## config.mk

```make
export PLATFORM = sky130hd
export DESIGN_NAME = openram_dp_arbiter
export DESIGN_NICKNAME = d
export VERILOG_FILES = /design/src/rtl/openram_arb_pkg.sv /design/src/rtl/openram_rr_arb2.sv /design/src/rtl/openram_dp_arbiter.sv
export SDC_FILE = /design/constraint.sdc
export NUM_CORES = 1
export LEC_CHECK = 0
export ABC_CLOCK_PERIOD_IN_PS = 2500
export BUFFER_PORTS_ARGS = -buffer_cell sky130_fd_sc_hd__buf_2
export CORE_ASPECT_RATIO = 0.8
export CORE_MARGIN = 3
export CORE_UTILIZATION = 46
export DETAILED_ROUTE_END_ITERATION = 10
export PLACE_DENSITY_LB_ADDON = 0.05
export SKIP_CTS_REPAIR_TIMING = 1
export SYNTH_ARGS = -nofsm -noshare
export SYNTH_HDL_FRONTEND = slang
export SYNTH_HIERARCHICAL = 1
export SYNTH_SLANG_ARGS = --single-unit
```

## constraint.sdc

```tcl
create_clock -name wb_clk_i -period 2.5 [get_ports wb_clk_i]
set_input_delay 0 -clock wb_clk_i [delete_from_list [all_inputs] [get_ports wb_clk_i]]
set_output_delay 0 -clock wb_clk_i [all_outputs]
set_load 0.02 [all_outputs]
```

## src/rtl/openram_arb_pkg.sv

```systemverilog
// -----------------------------------------------------------------------------
// openram_arb_pkg
// Shared types and constants for the dual-port OpenRAM arbiter.
//   req_tag_e  : requester identity carried through the read-return pipeline
//   src_tag_t  : {valid, requester} tag travelling alongside each SRAM read
//   RD_LAT     : grant-to-rvalid latency in cycles
//   PORT_RW/R  : indices of the read/write port (0) and read-only port (1)
//   CNT_W      : width of the optional performance counters
// -----------------------------------------------------------------------------
package openram_arb_pkg;

  typedef enum logic {
    REQ_A = 1'b0,
    REQ_B = 1'b1
  } req_tag_e;

  typedef struct packed {
    logic     vld;
    req_tag_e src;
  } src_tag_t;

  localparam int RD_LAT    = 3;
  localparam int PORT_RW   = 0;
  localparam int PORT_R    = 1;
  localparam int NUM_PORTS = 2;
  localparam int CNT_W     = 16;

endpackage

```

## src/rtl/openram_rr_arb2.sv

```systemverilog
// -----------------------------------------------------------------------------
// openram_rr_arb2
// Two-way round-robin picker used to serialize writes onto SRAM port 0.
// A single request is granted directly and leaves the pointer alone; when both
// bits request, the pointer's requester wins and the pointer moves to the
// loser so the next conflict goes the other way.
// Ports:
//   clk_i   : clock
//   rst_ni  : synchronous active-low reset (pointer returns to requester A)
//   req_i   : [0] = requester A, [1] = requester B
//   gnt_o   : one-hot grant (combinational)
// -----------------------------------------------------------------------------
module openram_rr_arb2 (
  input  logic       clk_i,
  input  logic       rst_ni,
  input  logic [1:0] req_i,
  output logic [1:0] gnt_o
);
  import openram_arb_pkg::*;

  req_tag_e ptr_q;
  req_tag_e ptr_d;

  always_comb begin
    gnt_o = req_i;
    ptr_d = ptr_q;
    if (&req_i) begin
      gnt_o = (ptr_q == REQ_A) ? 2'b01 : 2'b10;
      ptr_d = (ptr_q == REQ_A) ? REQ_B : REQ_A;
    end
  end

  always_ff @(posedge clk_i) begin
    if (!rst_ni) begin
      ptr_q <= REQ_A;
    end else begin
      ptr_q <= ptr_d;
    end
  end

endmodule

```

## src/rtl/openram_dp_arbiter.sv

```systemverilog
// -----------------------------------------------------------------------------
// openram_dp_arbiter
// Shares a dual-port OpenRAM macro (port 0 read/write, port 1 read-only)
// between requester A (Wishbone host wrapper) and requester B (on-chip test
// sequencer). Concurrent reads are split across both ports, a write always
// owns port 0 and pushes a concurrent read onto port 1, and two writes are
// serialized by a round-robin picker. Read data returns RD_LAT cycles after
// the grant, steered by a {valid, requester} tag that follows each port.
//
// Optional feature macro: OPENRAM_ARB_PERF_EN
//   When defined, adds saturating 16-bit counters a_gnt_cnt_o, b_gnt_cnt_o
//   (grants per requester) and conflict_cnt_o (both-write stalls).
//
// Ports:
//   wb_clk_i, wb_rst_ni            : clock, synchronous active-low reset
//   {a,b}_req_i/_we_i/_wmask_i/
//   {a,b}_addr_i/_wdata_i          : requester command, held until granted
//   {a,b}_gnt_o                    : command accepted this cycle (comb.)
//   {a,b}_rvalid_o/_rdata_o        : read return, rdata held between pulses
//   ram_clk0/csb0/web0/wmask0/
//   ram_addr0/dout0, ram_din0      : SRAM port 0 (RW)
//   ram_clk1/csb1/addr1, ram_din1  : SRAM port 1 (R)
// -----------------------------------------------------------------------------
module openram_dp_arbiter
  import openram_arb_pkg::*;
#(
  parameter int ADDR_WIDTH  = 14,
  parameter int DATA_WIDTH  = 32,
  parameter int WMASK_WIDTH = 4
) (
  input  logic                   wb_clk_i,
  input  logic                   wb_rst_ni,
  input  logic                   a_req_i,
  input  logic                   a_we_i,
  input  logic [WMASK_WIDTH-1:0] a_wmask_i,
  input  logic [ADDR_WIDTH-1:0]  a_addr_i,
  input  logic [DATA_WIDTH-1:0]  a_wdata_i,
  output logic                   a_gnt_o,
  output logic                   a_rvalid_o,
  output logic [DATA_WIDTH-1:0]  a_rdata_o,
  input  logic                   b_req_i,
  input  logic                   b_we_i,
  input  logic [WMASK_WIDTH-1:0] b_wmask_i,
  input  logic [ADDR_WIDTH-1:0]  b_addr_i,
  input  logic [DATA_WIDTH-1:0]  b_wdata_i,
  output logic                   b_gnt_o,
  output logic                   b_rvalid_o,
  output logic [DATA_WIDTH-1:0]  b_rdata_o,
  output logic                   ram_clk0,
  output logic                   ram_csb0,
  output logic                   ram_web0,
  output logic [WMASK_WIDTH-1:0] ram_wmask0,
  output logic [ADDR_WIDTH-1:0]  ram_addr0,
  output logic [DATA_WIDTH-1:0]  ram_dout0,
  input  logic [DATA_WIDTH-1:0]  ram_din0,
  output logic                   ram_clk1,
  output logic                   ram_csb1,
  output logic [ADDR_WIDTH-1:0]  ram_addr1,
  input  logic [DATA_WIDTH-1:0]  ram_din1
`ifdef OPENRAM_ARB_PERF_EN
  ,
  output logic [CNT_W-1:0]       a_gnt_cnt_o,
  output logic [CNT_W-1:0]       b_gnt_cnt_o,
  output logic [CNT_W-1:0]       conflict_cnt_o
`endif
);

  // Tag stages between grant and the rvalid register.
  localparam int TAG_STAGES = RD_LAT - 1;

  assign ram_clk0 = wb_clk_i;
  assign ram_clk1 = wb_clk_i;

  // Requests are masked during reset so nothing is granted and the
  // round-robin pointer cannot move.
  logic a_req;
  logic b_req;
  assign a_req = a_req_i & wb_rst_ni;
  assign b_req = b_req_i & wb_rst_ni;

  logic [1:0] wr_req;
  logic [1:0] wr_gnt;
  assign wr_req = {b_req & b_we_i, a_req & a_we_i};

  openram_rr_arb2 u_rr_arb (
    .clk_i  (wb_clk_i),
    .rst_ni (wb_rst_ni),
    .req_i  (wr_req),
    .gnt_o  (wr_gnt)
  );

  // Reads are always granted; a write is granted only if the picker says so.
  assign a_gnt_o = a_req & (~a_we_i | wr_gnt[0]);
  assign b_gnt_o = b_req & (~b_we_i | wr_gnt[1]);

  // Port steering: B owns port 0 when it is the granted writer or the only
  // grant; otherwise A owns port 0. When both are granted, the requester not
  // on port 0 is necessarily a reader and goes to port 1.
  logic rw_sel_b;
  logic rw_vld;
  logic rw_we;
  logic ro_vld;
  assign rw_sel_b = b_gnt_o & (b_we_i | ~a_gnt_o);
  assign rw_vld   = a_gnt_o | b_gnt_o;
  assign rw_we    = rw_sel_b ? b_we_i : a_we_i;
  assign ro_vld   = a_gnt_o & b_gnt_o;

  logic                   csb0_q,   csb0_d;
  logic                   web0_q,   web0_d;
  logic [WMASK_WIDTH-1:0] wmask0_q, wmask0_d;
  logic [ADDR_WIDTH-1:0]  addr0_q,  addr0_d;
  logic [DATA_WIDTH-1:0]  dout0_q,  dout0_d;
  logic                   csb1_q,   csb1_d;
  logic [ADDR_WIDTH-1:0]  addr1_q,  addr1_d;

  // Grant cycle -> SRAM pins. Idle ports deselect and keep their address.
  always_comb begin
    csb0_d   = 1'b1;
    web0_d   = 1'b1;
    wmask0_d = wmask0_q;
    addr0_d  = addr0_q;
    dout0_d  = dout0_q;
    csb1_d   = 1'b1;
    addr1_d  = addr1_q;
    if (rw_vld) begin
      csb0_d  = 1'b0;
      web0_d  = ~rw_we;
      addr0_d = rw_sel_b ? b_addr_i : a_addr_i;
      if (rw_we) begin
        wmask0_d = rw_sel_b ? b_wmask_i : a_wmask_i;
        dout0_d  = rw_sel_b ? b_wdata_i : a_wdata_i;
      end
    end
    if (ro_vld) begin
      csb1_d  = 1'b0;
      addr1_d = rw_sel_b ? a_addr_i : b_addr_i;
    end
  end

  always_ff @(posedge wb_clk_i) begin
    if (!wb_rst_ni) begin
      csb0_q   <= 1'b1;
      web0_q   <= 1'b1;
      wmask0_q <= '0;
      addr0_q  <= '0;
      dout0_q  <= '0;
      csb1_q   <= 1'b1;
      addr1_q  <= '0;
    end else begin
      csb0_q   <= csb0_d;
      web0_q   <= web0_d;
      wmask0_q <= wmask0_d;
      addr0_q  <= addr0_d;
      dout0_q  <= dout0_d;
      csb1_q   <= csb1_d;
      addr1_q  <= addr1_d;
    end
  end

  assign ram_csb0   = csb0_q;
  assign ram_web0   = web0_q;
  assign ram_wmask0 = wmask0_q;
  assign ram_addr0  = addr0_q;
  assign ram_dout0  = dout0_q;
  assign ram_csb1   = csb1_q;
  assign ram_addr1  = addr1_q;

  // Source tags enter alongside the command; writes carry no valid tag.
  src_tag_t tag_in [NUM_PORTS];

  always_comb begin
    tag_in[PORT_RW].vld = rw_vld & ~rw_we;
    tag_in[PORT_RW].src = rw_sel_b ? REQ_B : REQ_A;
    tag_in[PORT_R].vld  = ro_vld;
    tag_in[PORT_R].src  = rw_sel_b ? REQ_A : REQ_B;
  end

  // Tag shift register: stage 0 is aligned with the pins, the last stage
  // with the cycle in which the SRAM drives its read data.
  src_tag_t tag_pipe_q [NUM_PORTS][TAG_STAGES];

  always_ff @(posedge wb_clk_i) begin
    if (!wb_rst_ni) begin
      for (int p = 0; p < NUM_PORTS; p++) begin
        for (int s = 0; s < TAG_STAGES; s++) begin
          tag_pipe_q[p][s] <= '0;
        end
      end
    end else begin
      for (int p = 0; p < NUM_PORTS; p++) begin
        tag_pipe_q[p][0] <= tag_in[p];
        for (int s = 1; s < TAG_STAGES; s++) begin
          tag_pipe_q[p][s] <= tag_pipe_q[p][s-1];
        end
      end
    end
  end

  logic [DATA_WIDTH-1:0] ram_din [NUM_PORTS];
  assign ram_din[PORT_RW] = ram_din0;
  assign ram_din[PORT_R]  = ram_din1;

  logic                  a_rvalid_q, a_rvalid_d;
  logic                  b_rvalid_q, b_rvalid_d;
  logic [DATA_WIDTH-1:0] a_rdata_q,  a_rdata_d;
  logic [DATA_WIDTH-1:0] b_rdata_q,  b_rdata_d;

  // SRAM data -> requester outputs. One requester never has two reads
  // returning in the same cycle, so at most one port matches each side.
  always_comb begin
    a_rvalid_d = 1'b0;
    b_rvalid_d = 1'b0;
    a_rdata_d  = a_rdata_q;
    b_rdata_d  = b_rdata_q;
    for (int p = 0; p < NUM_PORTS; p++) begin
      if (tag_pipe_q[p][TAG_STAGES-1].vld) begin
        if (tag_pipe_q[p][TAG_STAGES-1].src == REQ_A) begin
          a_rvalid_d = 1'b1;
          a_rdata_d  = ram_din[p];
        end else begin
          b_rvalid_d = 1'b1;
          b_rdata_d  = ram_din[p];
        end
      end
    end
  end

  always_ff @(posedge wb_clk_i) begin
    if (!wb_rst_ni) begin
      a_rvalid_q <= 1'b0;
      b_rvalid_q <= 1'b0;
      a_rdata_q  <= '0;
      b_rdata_q  <= '0;
    end else begin
      a_rvalid_q <= a_rvalid_d;
      b_rvalid_q <= b_rvalid_d;
      a_rdata_q  <= a_rdata_d;
      b_rdata_q  <= b_rdata_d;
    end
  end

  assign a_rvalid_o = a_rvalid_q;
  assign b_rvalid_o = b_rvalid_q;
  assign a_rdata_o  = a_rdata_q;
  assign b_rdata_o  = b_rdata_q;

`ifdef OPENRAM_ARB_PERF_EN
  function automatic logic [CNT_W-1:0] sat_inc(input logic [CNT_W-1:0] v,
                                               input logic             en);
    if (en && (v != {CNT_W{1'b1}})) begin
      return v + 1'b1;
    end
    return v;
  endfunction

  logic [CNT_W-1:0] a_gnt_cnt_q,    a_gnt_cnt_d;
  logic [CNT_W-1:0] b_gnt_cnt_q,    b_gnt_cnt_d;
  logic [CNT_W-1:0] conflict_cnt_q, conflict_cnt_d;

  assign a_gnt_cnt_d    = sat_inc(a_gnt_cnt_q, a_gnt_o);
  assign b_gnt_cnt_d    = sat_inc(b_gnt_cnt_q, b_gnt_o);
  assign conflict_cnt_d = sat_inc(conflict_cnt_q, &wr_req);

  always_ff @(posedge wb_clk_i) begin
    if (!wb_rst_ni) begin
      a_gnt_cnt_q    <= '0;
      b_gnt_cnt_q    <= '0;
      conflict_cnt_q <= '0;
    end else begin
      a_gnt_cnt_q    <= a_gnt_cnt_d;
      b_gnt_cnt_q    <= b_gnt_cnt_d;
      conflict_cnt_q <= conflict_cnt_d;
    end
  end

  assign a_gnt_cnt_o    = a_gnt_cnt_q;
  assign b_gnt_cnt_o    = b_gnt_cnt_q;
  assign conflict_cnt_o = conflict_cnt_q;
`endif

endmodule
```

==> flow_metrics.env <==
export IMPL_outcome="finished, violations left"
export IMPL_violations="negative hold slack"
export IMPL_grt_first_pass_wirelength_um=31610
export IMPL_p_leak_uw=0.005996
export IMPL_floorplan_initialDensity_pct=47.95
export IMPL_critPathLaunchType="register"
export IMPL_grt_setup_unrepaired="no"
export IMPL_p_per_area_nw_per_um2=620.0
export IMPL_insertedDiodeCount=0
export IMPL_rr_worst_depth=7
export IMPL_ff2ff_setup_slack_ps=150
export IMPL_critical_path_class="reg2reg"
export IMPL_timing_final_setup_violations=0
export IMPL_most_common_layout_cells="buf_2, dlygate4sd3_1, nand2_1"
export IMPL_post_dp_hpwl_um=14340
export IMPL_num_rows=37
export IMPL_critical_path_reg2reg_startpoint="tag_pipe_q[0][0]"
export IMPL_overall_via_count_from_detail_route=7438
export IMPL_drt_iter0_drc=451
export IMPL_synth_seq_cells=142
export IMPL_antenna_violations_before_repair=0
export IMPL_grt_overflow_total=0
export IMPL_netlist_cell_type_count=28
export IMPL_fp_coreArea_um2=13150
export IMPL_syn_num_nets=873
export IMPL_hold_ws_ps=-3.282
export IMPL_clkSlewWorstSetupHoldPaths_ps=60
export IMPL_cp_required_ps=2920
export IMPL_io_buffer_count=306
export IMPL_routed_wirelength_um=24720
export IMPL_synth_area_per_cell_um2=8.968
export IMPL_avgViaCountPerCell=5.417
export IMPL_timing_critical_path_to_type="register"
export IMPL_syn_inst=703
export IMPL_max_clock_freq_mhz=426.2
export IMPL_dieArea_um2=15160
export IMPL_ys_seq_area_share_pct=45.09
export IMPL_placement_cell_area_um2=7890
export IMPL_max_slew_worst_pin_slew_ps=591.8
export IMPL_synthToLayoutAreaGrowth_pct=69.89
export IMPL_timing_max_slew_rel_slack_pct=60.55
export IMPL_timing_critical_path_arrival_ps=2770
export IMPL_critPathLaunch="tag_pipe_q[0][0]"
export IMPL_crit_reg2reg_capture="a_rdata_o[14]"
export IMPL_drive_above_1_share_pct=30.72
export IMPL_routedWlPerCell_um=18.00
export IMPL_setup_worst_path_end="a_rdata_o[14]"
export IMPL_vdd_ir_drop_worst_v=0.0005144
export IMPL_final_common_cell="buf_2"
export IMPL_clock_tree_from_tritoncts="done"
export IMPL_worstPathMaxFanout=24
export IMPL_yosysTopAreaCellShare_pct=45.09
export IMPL_fin_skew_ps=6.457
export IMPL_pin_count_of_the_biggest_net_entering_global_routing=58
export IMPL_synth_top_cells_by_area="dfxtp_1, mux2i_1, o211a_1"
export IMPL_post_route_period_util_pct=93.85
export IMPL_antenna_left=0
export IMPL_grt_total_usage_pct=26.43
export IMPL_timing_max_cap_violations=0
export IMPL_ys_warnings_count=6
export IMPL_min_delay_path_class="in2reg"
export IMPL_netlist_top_cell_by_area="dfxtp_1"
export IMPL_pin_count=307
export IMPL_final_max_slew_viol_count=0
export IMPL_vertical_die_dimension_um=110.7
export IMPL_detail_route_drc_violations=0
export IMPL_post_route_min_period_ps=2346
export IMPL_die_outline_width_um=136.9
export IMPL_synthesized_cell_area_um2=6305
export IMPL_detail_route_first_pass_iterations=6
export IMPL_finalHoldViolations=1
export IMPL_grt_pass1_vias=6240
export IMPL_tns_setup_ps=0
export IMPL_clkLatencyLatePin_ps=540
export IMPL_gp_congestion=0.8223
export IMPL_fin_nets=1355
export IMPL_fin_area_um2=10710
==> synth_stat cells <==
cell	count
a21boi_0	4
a21oi_1	1
a31oi_1	35
and2_1	5
and2b_1	1
and3_1	2
buf_1	6
buf_2	8
buf_4	7
buf_6	6
buf_8	1
clkbuf_1	39
dfxtp_1	142
inv_1	6
inv_2	1
mux2i_1	89
nand2_1	169
nand2_2	2
nand2b_1	4
nand2b_4	1
nand3_1	65
nand4_1	2
nor2_1	3
nor2_4	1
o2111ai_2	1
o211a_1	64
o21ai_0	37
or2_4	1
==> kinds of logic (layout without fill, tap and decap cells) <==
| logic type | count (synthesis) | in the layout | share of synthesized area, % |
|---|---|---|---|
| flops | 142 | 142 | 45.09 |
| simple gates | 256 | 256 | 17.54 |
| mux | 89 | 89 | 14.13 |
| compound gates | 142 | 142 | 17.36 |
| buf+inv | 74 | 569 | 5.874 |
==> stage by stage <==
step                      worst slack, ps  utilization (%)  cells  hold WS [ps]  power, uW
after global placement              662.6            60.01   1133         134.3       3150
after global routing                55.35            81.47   1373         13.63       6868
final                               153.8            81.47   1373        -3.282       6641
after CTS                           563.8            65.94   1169        -305.1       6407
after floorplan                     394.2                -    703         112.6       2891
after detailed placement            567.0            60.01   1133         134.3       3169
==> where the power goes <==
group	internal (uW)	leakage, uW	switching, uW
sequential	2340	0.00115	42.2
combinational	472	0.00445	453
clock	2240	0.000393	1090
==> how the worst min path moves through the flow <==
stage	from	to	slack [ps]	depth (start not counted)
global placement	wb_clk_i	ram_clk0	130	1
CTS	b_wdata_i[0]	ram_dout0[0]	-310	3
floorplan	wb_clk_i	ram_clk0	110	1
finish	a_req_i	tag_pipe_q[1][3]	-3	4
detailed placement	wb_clk_i	ram_clk0	130	1
global route	a_we_i	u_rr_arb/ptr_q	10	4
==> cell type report <==
cell class                 instances  area (um2)
timing repair buffer             524        3724
tap                              175       219.0
sequential                       142        2843
fill                             785        2436
multi-input combinational        487        3110
clock buffer                      26       576.8
inverter                           7       26.28
clock inverter                    12       212.7
==> state kept, by name (all words and copies together), names as in the netlist, 4 cells and up <==
register    flops
ram_addr0      14
b_rdata_o      32
ram_addr1      14
ram_dout0      32
tag_pipe_q      8
a_rdata_o      32
ram_wmask0      4
==> critical path: stages (launching register included) <==
cell           delay [ps]
dfxtp_1               300
buf_4                 230
nand2b_2              390
buf_12                270
mux2i_1               230
nand2_1                80
o211a_1               150
dlygate4sd3_1         550
==> metal layers <==
metal	share of wire, %	routed length (um)	global-route usage, %	up-vias
li1	-	-	-	3433
met1	38	9414	30.83	3465
met2	49	12180	43.99	434
met3	8.5	2110	10.93	106
met4	4.1	1010	8.378	0
met5	0	0	0	-
No activity file was read; power rests on OpenSTA's default activity.
